## src/rtl/rst_seq_sync_if.sv

```systemverilog
// rst_seq_sync_if: control and status bundle for the reset sequencer.
// master drives GAP / SW_RST_REQ and observes the resets; slave is the sequencer.
interface rst_seq_sync_if #(
  parameter int unsigned NUM_CH = 4,
  parameter int unsigned GAP_W  = 8
);
  logic [GAP_W-1:0]  GAP;
  logic              SW_RST_REQ;
  logic [NUM_CH-1:0] SYNC_RST;
  logic              RST_DONE;
  logic              SW_RST_ACT;

  modport master (
    output GAP,
    output SW_RST_REQ,
    input  SYNC_RST,
    input  RST_DONE,
    input  SW_RST_ACT
  );

  modport slave (
    input  GAP,
    input  SW_RST_REQ,
    output SYNC_RST,
    output RST_DONE,
    output SW_RST_ACT
  );
endinterface

```

## src/rtl/rst_seq_sync.sv

```systemverilog
// rst_seq_sync: multi-channel reset synchronizer and ordered release sequencer.
// RST asserts every channel asynchronously; deassertion passes through a
// NUM_STAGES flop chain, then channels are released 0..NUM_CH-1 with GAP idle
// cycles between releases.
// Optional feature macro: RST_SEQ_SW_RST_EN builds the synchronous software
// reset (SOFT state, hold counter). Without it SW_RST_REQ is ignored and
// SW_RST_ACT is tied low.
module rst_seq_sync #(
  parameter int unsigned NUM_STAGES = 2,
  parameter int unsigned NUM_CH     = 4,
  parameter int unsigned GAP_W      = 8,
  parameter int unsigned HOLD_CYC   = 4
) (
  input  logic         CLK,
  input  logic         RST,
  rst_seq_sync_if.slave bus
);

  localparam int unsigned HOLD_W = 8;

`ifdef RST_SEQ_SW_RST_EN
  typedef enum logic [1:0] {
    ST_SYNC    = 2'd0,
    ST_RELEASE = 2'd1,
    ST_DONE    = 2'd2,
    ST_SOFT    = 2'd3
  } state_e;
`else
  typedef enum logic [1:0] {
    ST_SYNC    = 2'd0,
    ST_RELEASE = 2'd1,
    ST_DONE    = 2'd2
  } state_e;
`endif

  state_e                state_q, state_d;
  logic [NUM_STAGES-1:0] chain_q, chain_d;
  logic [GAP_W-1:0]      gap_q, gap_d;
  logic [GAP_W-1:0]      gcnt_q, gcnt_d;
  logic [NUM_CH-1:0]     sync_rst_q, sync_rst_d;
  logic                  rst_done_q, rst_done_d;

  logic                  do_rel;
  logic                  start_rel;
  logic [NUM_CH-1:0]     next_mask;

`ifdef RST_SEQ_SW_RST_EN
  logic [HOLD_W-1:0]     hold_q, hold_d;
  logic                  sw_rst_act_q, sw_rst_act_d;
`else
  logic                  unused_sw_rst_req;
  assign unused_sw_rst_req = bus.SW_RST_REQ;
`endif

  // Channels release strictly in order, so the next release pattern is the
  // current one with one more low-order bit set.
  assign next_mask = NUM_CH'({sync_rst_q, 1'b1});

  // Next-state and output computation.
  always_comb begin
    state_d    = state_q;
    chain_d    = {chain_q[NUM_STAGES-2:0], 1'b1};
    gap_d      = gap_q;
    gcnt_d     = gcnt_q;
    sync_rst_d = sync_rst_q;
    rst_done_d = rst_done_q;
    do_rel     = 1'b0;
    start_rel  = 1'b0;
`ifdef RST_SEQ_SW_RST_EN
    hold_d       = hold_q;
    sw_rst_act_d = sw_rst_act_q;
`endif

    case (state_q)
      ST_SYNC: begin
        if (chain_q[NUM_STAGES-1]) begin
          do_rel    = 1'b1;
          start_rel = 1'b1;
        end
      end
      ST_RELEASE: begin
        if (gcnt_q == '0) begin
          do_rel = 1'b1;
        end else begin
          gcnt_d = gcnt_q - GAP_W'(1);
        end
      end
`ifdef RST_SEQ_SW_RST_EN
      ST_SOFT: begin
        if (hold_q == '0) begin
          do_rel       = 1'b1;
          start_rel    = 1'b1;
          sw_rst_act_d = 1'b0;
        end else begin
          hold_d = hold_q - HOLD_W'(1);
        end
      end
`endif
      default: ;
    endcase

    // A release loads the gap counter; a fresh sequence also re-latches GAP.
    if (do_rel) begin
      sync_rst_d = next_mask;
      if (start_rel) begin
        gap_d  = bus.GAP;
        gcnt_d = bus.GAP;
      end else begin
        gcnt_d = gap_q;
      end
      if (&next_mask) begin
        state_d    = ST_DONE;
        rst_done_d = 1'b1;
      end else begin
        state_d    = ST_RELEASE;
      end
    end

`ifdef RST_SEQ_SW_RST_EN
    // A software request overrides any release due on the same edge.
    if (bus.SW_RST_REQ) begin
      state_d      = ST_SOFT;
      sync_rst_d   = '0;
      rst_done_d   = 1'b0;
      sw_rst_act_d = 1'b1;
      hold_d       = HOLD_W'(HOLD_CYC - 1);
    end
`endif
  end

  // State and output registers, cleared asynchronously by RST.
  always_ff @(posedge CLK or negedge RST) begin
    if (!RST) begin
      state_q      <= ST_SYNC;
      chain_q      <= '0;
      gap_q        <= '0;
      gcnt_q       <= '0;
      sync_rst_q   <= '0;
      rst_done_q   <= 1'b0;
`ifdef RST_SEQ_SW_RST_EN
      hold_q       <= '0;
      sw_rst_act_q <= 1'b0;
`endif
    end else begin
      state_q      <= state_d;
      chain_q      <= chain_d;
      gap_q        <= gap_d;
      gcnt_q       <= gcnt_d;
      sync_rst_q   <= sync_rst_d;
      rst_done_q   <= rst_done_d;
`ifdef RST_SEQ_SW_RST_EN
      hold_q       <= hold_d;
      sw_rst_act_q <= sw_rst_act_d;
`endif
    end
  end

  assign bus.SYNC_RST   = sync_rst_q;
  assign bus.RST_DONE   = rst_done_q;
`ifdef RST_SEQ_SW_RST_EN
  assign bus.SW_RST_ACT = sw_rst_act_q;
`else
  assign bus.SW_RST_ACT = 1'b0;
`endif

endmodule
```

## src/flat_wrapper.sv

```systemverilog
// flat-port wrapper written by rule: the top's interface ports become plain ports
module rst_seq_sync_flat 
#(
  parameter int unsigned NUM_STAGES = 2,
  parameter int unsigned NUM_CH     = 4,
  parameter int unsigned GAP_W      = 8,
  parameter int unsigned HOLD_CYC   = 4
)
  (CLK, RST, bus_GAP, bus_SW_RST_REQ, bus_SYNC_RST, bus_RST_DONE, bus_SW_RST_ACT);
  rst_seq_sync_if #(.NUM_CH(NUM_CH), .GAP_W(GAP_W)) bus_i ();
  input  logic CLK;
  input  logic RST;
  input wire logic [$bits(bus_i.GAP)-1:0] bus_GAP;
  input wire logic [$bits(bus_i.SW_RST_REQ)-1:0] bus_SW_RST_REQ;
  output wire logic [$bits(bus_i.SYNC_RST)-1:0] bus_SYNC_RST;
  output wire logic [$bits(bus_i.RST_DONE)-1:0] bus_RST_DONE;
  output wire logic [$bits(bus_i.SW_RST_ACT)-1:0] bus_SW_RST_ACT;
  assign bus_i.GAP = bus_GAP;
  assign bus_i.SW_RST_REQ = bus_SW_RST_REQ;
  assign bus_SYNC_RST = bus_i.SYNC_RST;
  assign bus_RST_DONE = bus_i.RST_DONE;
  assign bus_SW_RST_ACT = bus_i.SW_RST_ACT;
  rst_seq_sync #(.NUM_STAGES(NUM_STAGES), .NUM_CH(NUM_CH), .GAP_W(GAP_W), .HOLD_CYC(HOLD_CYC)) u_core (.CLK(CLK), .RST(RST), .bus(bus_i));
endmodule
```

## config.mk

```make
export PLATFORM = sky130hd
export DESIGN_NAME = rst_seq_sync_flat
export DESIGN_NICKNAME = d
export VERILOG_FILES = /design/src/rtl/rst_seq_sync_if.sv /design/src/rtl/rst_seq_sync.sv /design/src/flat_wrapper.sv
export SDC_FILE = /design/constraint.sdc
export NUM_CORES = 1
export LEC_CHECK = 0
export BUFFER_PORTS_ARGS = -buffer_cell sky130_fd_sc_hd__buf_2
export CAP_MARGIN = 20
export CORE_UTILIZATION = 45
export DETAILED_ROUTE_END_ITERATION = 8
export PLACE_DENSITY = 0.68
export SYNTH_ARGS = -nofsm -noshare
export SYNTH_HDL_FRONTEND = slang
export SYNTH_SLANG_ARGS = --single-unit
```

## constraint.sdc

```tcl
create_clock -name CLK -period 1.83 [get_ports CLK]
set_clock_uncertainty 0.1 [all_clocks]
set_input_delay 0.2745 -clock CLK [delete_from_list [all_inputs] [get_ports CLK]]
set_output_delay 0.2745 -clock CLK [all_outputs]
set_load 0.01 [all_outputs]
```

==> results of run 1 <==
-- layer usage --
layer | part of all wire, % | routed length, um
met1 | 46 | 994
met4 | 2.0 | 43
met3 | 1.7 | 36
met5 | 0 | 0
met2 | 50 | 1068
-- logic make-up after synthesis --
group / count (synthesis)
flops: 25
simple gates: 39
mux: 10
other cells: 2
buf+inv: 9
fa+ha+maj: 1
compound gates: 22
-- registers in the layout, summed over array words and instances (netlist names) --
| name | count |
|---|---|
| u_core.gap_q | 8 |
| u_core.chain_q | 2 |
| u_core.bus.SYNC_RST | 4 |
| u_core.gcnt_q | 8 |
| u_core.state_q | 2 |
| u_core.bus.RST_DONE | 1 |
-- stage by stage --
step / total power, W / TNS, ns
floorplan: 0.001620 / 0
global placement: 0.001883 / 0
detailed placement: 0.001914 / 0
CTS: 0.002184 / 0
global route: 0.002418 / -0.1250
finish: 0.002212 / 0
-- critical path, stage by stage (launching register included) --
cell and delay, ns:
dfrtp_1 0.43, inv_1 0.07, ha_2 0.18, nor4b_4 0.28, buf_4 0.18, a31oi_4 0.12, a21oi_1 0.22, a2bb2oi_2 0.15
-- synth_stat cells (2+ instances only) --
| master | n | area [sq um] |
|---|---|---|
| dfrtp_1 | 25 | 625.6 |
| nand2_1 | 13 | 48.80 |
| nor2_1 | 6 | 22.52 |
| a21oi_1 | 5 | 25.02 |
| mux2_1 | 5 | 56.30 |
| o21ai_1 | 5 | 25.02 |
| inv_1 | 4 | 15.01 |
| nand2b_1 | 4 | 25.02 |
| mux2_2 | 3 | 33.78 |
| nand3_1 | 3 | 15.01 |
| nor2b_1 | 3 | 18.77 |
| nor3_1 | 3 | 15.01 |
| a2bb2oi_1 | 2 | 17.52 |
| buf_4 | 2 | 15.01 |
| buf_6 | 2 | 22.52 |
| conb_1 | 2 | 7.510 |
| mux2i_1 | 2 | 20.02 |
| nand4_1 | 2 | 12.51 |
-- area by class of cell --
| cell class | count | share of cell area [%] |
|---|---|---|
| clock buffer | 3 | 1.596 |
| clock inverter | 1 | 0.5319 |
| inverter | 4 | 1.064 |
| multi-input combinational | 74 | 37.77 |
| sequential | 25 | 44.33 |
| tap | 30 | 2.660 |
| timing repair buffer | 27 | 12.06 |
-- worst max-delay path by stage --
stage | start | end | cells after the start
after floorplan | u_core.gcnt_q[0]$_DFFE_PN0P_ | u_core.gcnt_q[1]$_DFFE_PN0P_ | 7
after global placement | u_core.gcnt_q[1]$_DFFE_PN0P_ | u_core.state_q[0]$_DFFE_PN0P_ | 6
after detailed placement | u_core.gcnt_q[1]$_DFFE_PN0P_ | u_core.gcnt_q[1]$_DFFE_PN0P_ | 6
after CTS | u_core.gcnt_q[1]$_DFFE_PN0P_ | u_core.gcnt_q[5]$_DFFE_PN0P_ | 7
after global routing | u_core.gcnt_q[1]$_DFFE_PN0P_ | u_core.state_q[0]$_DFFE_PN0P_ | 6
final | u_core.gcnt_q[1]$_DFFE_PN0P_ | u_core.gcnt_q[5]$_DFFE_PN0P_ | 7
-- where the power goes --
group	internal (W)	switching [W]	leakage, nW
combinational	0.000499	0.000485	0.334
clock	0.0000840	0.000183	0.0139
sequential	0.000793	0.000169	0.295
total	0.00138	0.000837	0.643
-- cells in the final DEF, fill, tap and decap left out, types with 2 or more instances in the layout --
| cell type | instances |
|---|---|
| dfrtp_1 | 25 |
| buf_2 | 14 |
| nand2_1 | 13 |
| buf_4 | 12 |
| nor2_1 | 6 |
| mux2_1 | 5 |
| o21ai_1 | 5 |
| inv_1 | 4 |
| nand2b_1 | 4 |
| a21oi_1 | 4 |
| mux2_2 | 3 |
| nor3_1 | 3 |
| nand3_1 | 3 |
| nor2b_1 | 3 |
| clkbuf_4 | 3 |
| nand4_1 | 2 |
| mux2i_1 | 2 |
| conb_1 | 2 |
-- timing repair --
item                                   in CTS  in global routing
buffers inserted                            0                  2
setup endpoints to repair                   0                  7
resized for setup                           0                  3
endpoints found under the hold margin      25                  0
hold buffers                                1                  0
==> metrics.md, run 1 <==
| Metric | Value |
|---|---|
| Initial core utilization | `48.10%` |
| Worst EP arrival | `1.97 ns` |
| Yosys warns | `0` |
| Mux share of post-synthesis cell area | `9.157%` |
| Die Ht | `53.69 um` |
| Post-Syn Area per Cell | `11.13 sq um` |
| WHS | `0.06049 ns` |
| Hold_sp | `bus_GAP[5]` |
| Design Area, Final | `1411 sq um` |
| Fin. max-slew vios | `0` |
| Placed Cells | `157` |
| WS Path Type | `reg -> reg` |
| Post-synthesis xor/xnor area fraction | `0%` |
| Slew headroom | `63.43%` |
| Ys flop type | `dfrtp_1` |
| Grt met3 use | `2.542%` |
| Insertion delay to the later sink of the worst-skew pair | `0.34 ns` |
| Port Buffers | `14` |
| Fin util | `56.46%` |
| Via density | `5.317` |
| # rows | `18` |
| Core area | `2500 sq um` |
| Synth Cell Area | `1202 sq um` |
| Largest family of logic cells by synthesized area | `simple AND/OR/NAND/NOR gates` |
| Final setup violation count | `0` |
| Critical Path Sink Type | `register` |
| Largest net degree at the start of global routing | `26` |
| GRT busiest layer | `met2` |
| First-pass GRT wire length | `3705 um` |
| Nets@finish | `147` |
| Post-synthesis async set-or-reset flop share | `100.0%` |
| Yosys reg bits | `25` |
| Worst hold path cell count | `2` |
| Fill cell count | `234` |
| CP Launch Type | `register` |
| Final worst-path setup slack | `0.04991 ns` |
| Die area | `2883 sq um` |
| CTS max path bufs | `2` |
| Pre-CTS WS | `0.06504 ns` |
| Initial antenna violation count | `0` |
| Synthesized instance count | `108` |
| Syn nets | `120` |
| Total GRT Usage | `18.15%` |
| Met2 Usage GRT | `30.66%` |
| Max cap viols | `0` |
| Sequential share of the synthesized area | `52.03%` |
| TritonCTS Buffers | `3` |
| H-tree lvl count | `1` |
| Routed len/inst | `13.06 um` |
| Vias in the first global route | `855` |
| Fin. Hold Viols | `0` |
| Area Overhead vs Synth | `17.38%` |
| Outcome | `finished clean` |
| WL final | `2142 um` |
| Critical path required time | `2.02 ns` |
| CTS Sinks | `25` |
| Clock transition at path regs | `0.15 ns` |
| Simple logic cell fraction of the synthesized area | `18.94%` |
| Worst Reg-to-Reg Cells | `7` |
| Root Buffer | `clkbuf_4` |
| DRC Markers | `0` |
| Met1 usage | `22.34%` |
| Max VDD drop | `0.9639 mV` |
| Routability-driven placement congestion ratio | `0.7919` |
| Unique masters post-synth | `35` |
| Tmin final | `1.780 ns` |
| Reg2reg setup slack | `0.05 ns` |
| Post-synth EDFFs | `0` |
| Hold/Removal Path Class | `in -> reg` |
| Vias | `872` |
| Critical path fanouts, max | `5` |
| Tcrit/Tclk final | `97.27%` |
| P per Cell Area | `1568 nW/um^2` |
| Storage cell area | `625.6 sq um` |
| Cell Area, Placed | `1344 sq um` |
| Worst r2r src | `u_core.gcnt_q[1]$_DFFE_PN0P_` |
| Post-synthesis compound-gate area fraction | `13.53%` |
| Die width | `53.69 um` |
| Multi-input logic area | `533.0 sq um` |
| Ant diodes | `0` |
| RSZ-0062 raised after global routing | `true` |
| Slew @ Worst Pin | `0.5486 ns` |
| Dpl hpwl | `1508 um` |
| Hold endpoint | `u_core.gap_q[5]$_DFFE_PN0P_` |
| Finished Layout Cells | `164` |
| Layout cells sized above 1 | `30.60%` |
| Achievable Freq | `561.8 MHz` |
| Ports | `17` |
| Number of DRC markers in iteration 0 | `9` |
| Congestion Overflow GR | `0` |
| Drt first pass iters | `4` |
| Post-Synth Adder-Cell Area | `1.041%` |
| CTS tree | `built` |
| ANT nets after route | `0` |
| Reg2Reg Capture Point | `u_core.gcnt_q[5]$_DFFE_PN0P_` |
| Pleak | `0.6425 nW` |
No activity file was read; power rests on OpenSTA's default activity.
==> run 2: changes to the inputs <==
CELL_PAD_IN_SITES_DETAIL_PLACEMENT = 0   (was default)
CELL_PAD_IN_SITES_GLOBAL_PLACEMENT = 1   (was default)
CORE_UTILIZATION = 39   (was 45)
PLACE_DENSITY = default   (was 0.68)
PLACE_DENSITY_LB_ADDON = 0.1   (was default)
REMOVE_ABC_BUFFERS = 1   (was default)
==> metrics.md, run 2 (synthesis results as in run 1) <==
| Metric | Value |
|---|---|
| Outcome | `finished clean` |
| First-pass GRT wire length | `3795 um` |
| Tcrit/Tclk final | `95.76%` |
| Pleak | `0.6839 nW` |
| H-tree lvl count | `1` |
| WHS | `0.07930 ns` |
| Slew @ Worst Pin | `0.5649 ns` |
| Ports | `17` |
| Congestion Overflow GR | `0` |
| Layout cells sized above 1 | `32.62%` |
| Critical path required time | `1.95 ns` |
| Worst path bufs/invs | `1` |
| Worst EP arrival | `1.88 ns` |
| Initial core utilization | `42.50%` |
| P per Cell Area | `1543 nW/um^2` |
| Most common cell after layout, fill and taps aside | `dfrtp_1` |
| Critical Path Sink Type | `register` |
| Crit-path cells | `inv_1, ha_2, nor4b_4, a31o_1, nand4_1, o21a_1` |
| CTS Sinks | `25` |
| Port Buffers | `14` |
| Area Overhead vs Synth | `21.44%` |
| Core area | `2829 sq um` |
| Insertion delay to the later sink of the worst-skew pair | `0.32 ns` |
| Max incr delay on CP | `0.43 ns` |
| Tmin final | `1.752 ns` |
| Nets@finish | `154` |
| Pre-CTS WS | `0.04858 ns` |
| Drt first pass iters | `4` |
| Total GRT Usage | `15.30%` |
| Root Buffer | `clkbuf_4` |
| Achievable Freq | `570.7 MHz` |
| Hold/Removal Path Class | `in -> reg` |
| Vias | `912` |
| Critical path fanouts, max | `4` |
| Slew headroom | `62.34%` |
| Clock transition at path regs | `0.14 ns` |
| CTS tree | `built` |
| Max cap viols | `0` |
| Commonest cells after routing, fill and taps aside | `25 x dfrtp_1, 17 x buf_4, 14 x buf_2` |
| TritonCTS Buffers | `3` |
| Number of DRC markers in iteration 0 | `35` |
| CTS max path bufs | `2` |
| Max VDD drop | `0.5741 mV` |
| WL final | `2383 um` |
| Initial antenna violation count | `0` |
| CP Launch Type | `register` |
| Reg2reg setup slack | `0.08 ns` |
| ANT nets after route | `0` |
| Via density | `5.302` |
| Cell family with most CP delay | `simple AND/OR/NAND/NOR gates` |
| Vias in the first global route | `878` |
| Routed len/inst | `13.85 um` |
| Routability-driven placement congestion ratio | `0.7046` |
| Final setup violation count | `0` |
| Ant diodes | `0` |
| Die Ht | `57.53 um` |
| # rows | `19` |
| Fin. Hold Viols | `0` |
| WS Path Type | `reg -> reg` |
| Fill cell count | `274` |
| Final worst-path setup slack | `0.07766 ns` |
| Critical path's slowest cell | `dfrtp_1` |
| Dpl hpwl | `1657 um` |
| Die width | `57.53 um` |
| Fin. max-slew vios | `0` |
| Die area | `3309 sq um` |
| DRC Markers | `0` |
| Largest net degree at the start of global routing | `26` |
[run 2: cell count changes in the layout (fill, tap and decap cells not counted), sizes merged]
cell,change
clkinv,+1
buf,+7
clkinvlp,-1
[run 2: power breakdown]
| group | internal (W) | switching, W | leakage, nW |
|---|---|---|---|
| combinational | 0.000537 | 0.000505 | 0.371 |
| sequential | 0.000794 | 0.000170 | 0.295 |
| clock | 0.0000819 | 0.000167 | 0.0177 |
| total | 0.00141 | 0.000841 | 0.684 |
[run 2: path summary, 6_finish.rpt]
check / from / endpoint / depth (start not counted)
min in group asynchronous: RST / u_core.gcnt_q[3]$_DFFE_PN0P_ / 2
max in group asynchronous: RST / u_core.gap_q[5]$_DFFE_PN0P_ / 2
worst min-delay path: bus_GAP[6] / u_core.gap_q[6]$_DFFE_PN0P_ / 2
worst min register to register: u_core.chain_q[0]$_DFF_PN0_ / u_core.chain_q[1]$_DFF_PN0_ / 0
worst max register to register: u_core.gcnt_q[1]$_DFFE_PN0P_ / u_core.state_q[0]$_DFFE_PN0P_ / 6
worst max-delay path: u_core.gcnt_q[1]$_DFFE_PN0P_ / u_core.state_q[0]$_DFFE_PN0P_ / 6
[run 2: layer usage]
metal,routed length (um),global-route usage (%)
met1,1134,20.29
met2,1158,23.42
met3,53,2.268
met4,37,9.756
met5,0,0
[run 2: repair_timing]
action | 4_1_cts | 5_1_grt
endpoints found under the setup margin | 0 | 7
resized for setup | 0 | 3
hold endpoints to repair | 25 | 0
buffers inserted | 0 | 7
hold buffers | 1 | 0
[run 2: through the flow]
step | area (sq um) | util [%] | power [W] | TNS [ns] | instances
after detailed placement | 1360 | 48.08 | 0.001957 | 0 | 160
after floorplan | 1161 | - | 0.001592 | -3.040 | 103
after global routing | 1460 | 51.61 | 0.002419 | -0.09517 | 172
after global placement | 1360 | 48.08 | 0.001926 | 0 | 160
after CTS | 1398 | 49.40 | 0.002205 | 0 | 165
final | 1460 | 51.61 | 0.002254 | 0 | 172
[run 2: final cells by class]
| type | count | area [sq um] | share of cell area, % |
|---|---|---|---|
| clock inverter | 1 | 5.005 | 0.3428 |
| multi-input combinational | 74 | 523.0 | 35.82 |
| inverter | 4 | 15.01 | 1.028 |
| sequential | 25 | 625.6 | 42.84 |
| tap | 31 | 38.79 | 2.656 |
| clock buffer | 3 | 22.52 | 1.542 |
| timing repair buffer | 34 | 230.2 | 15.77 |
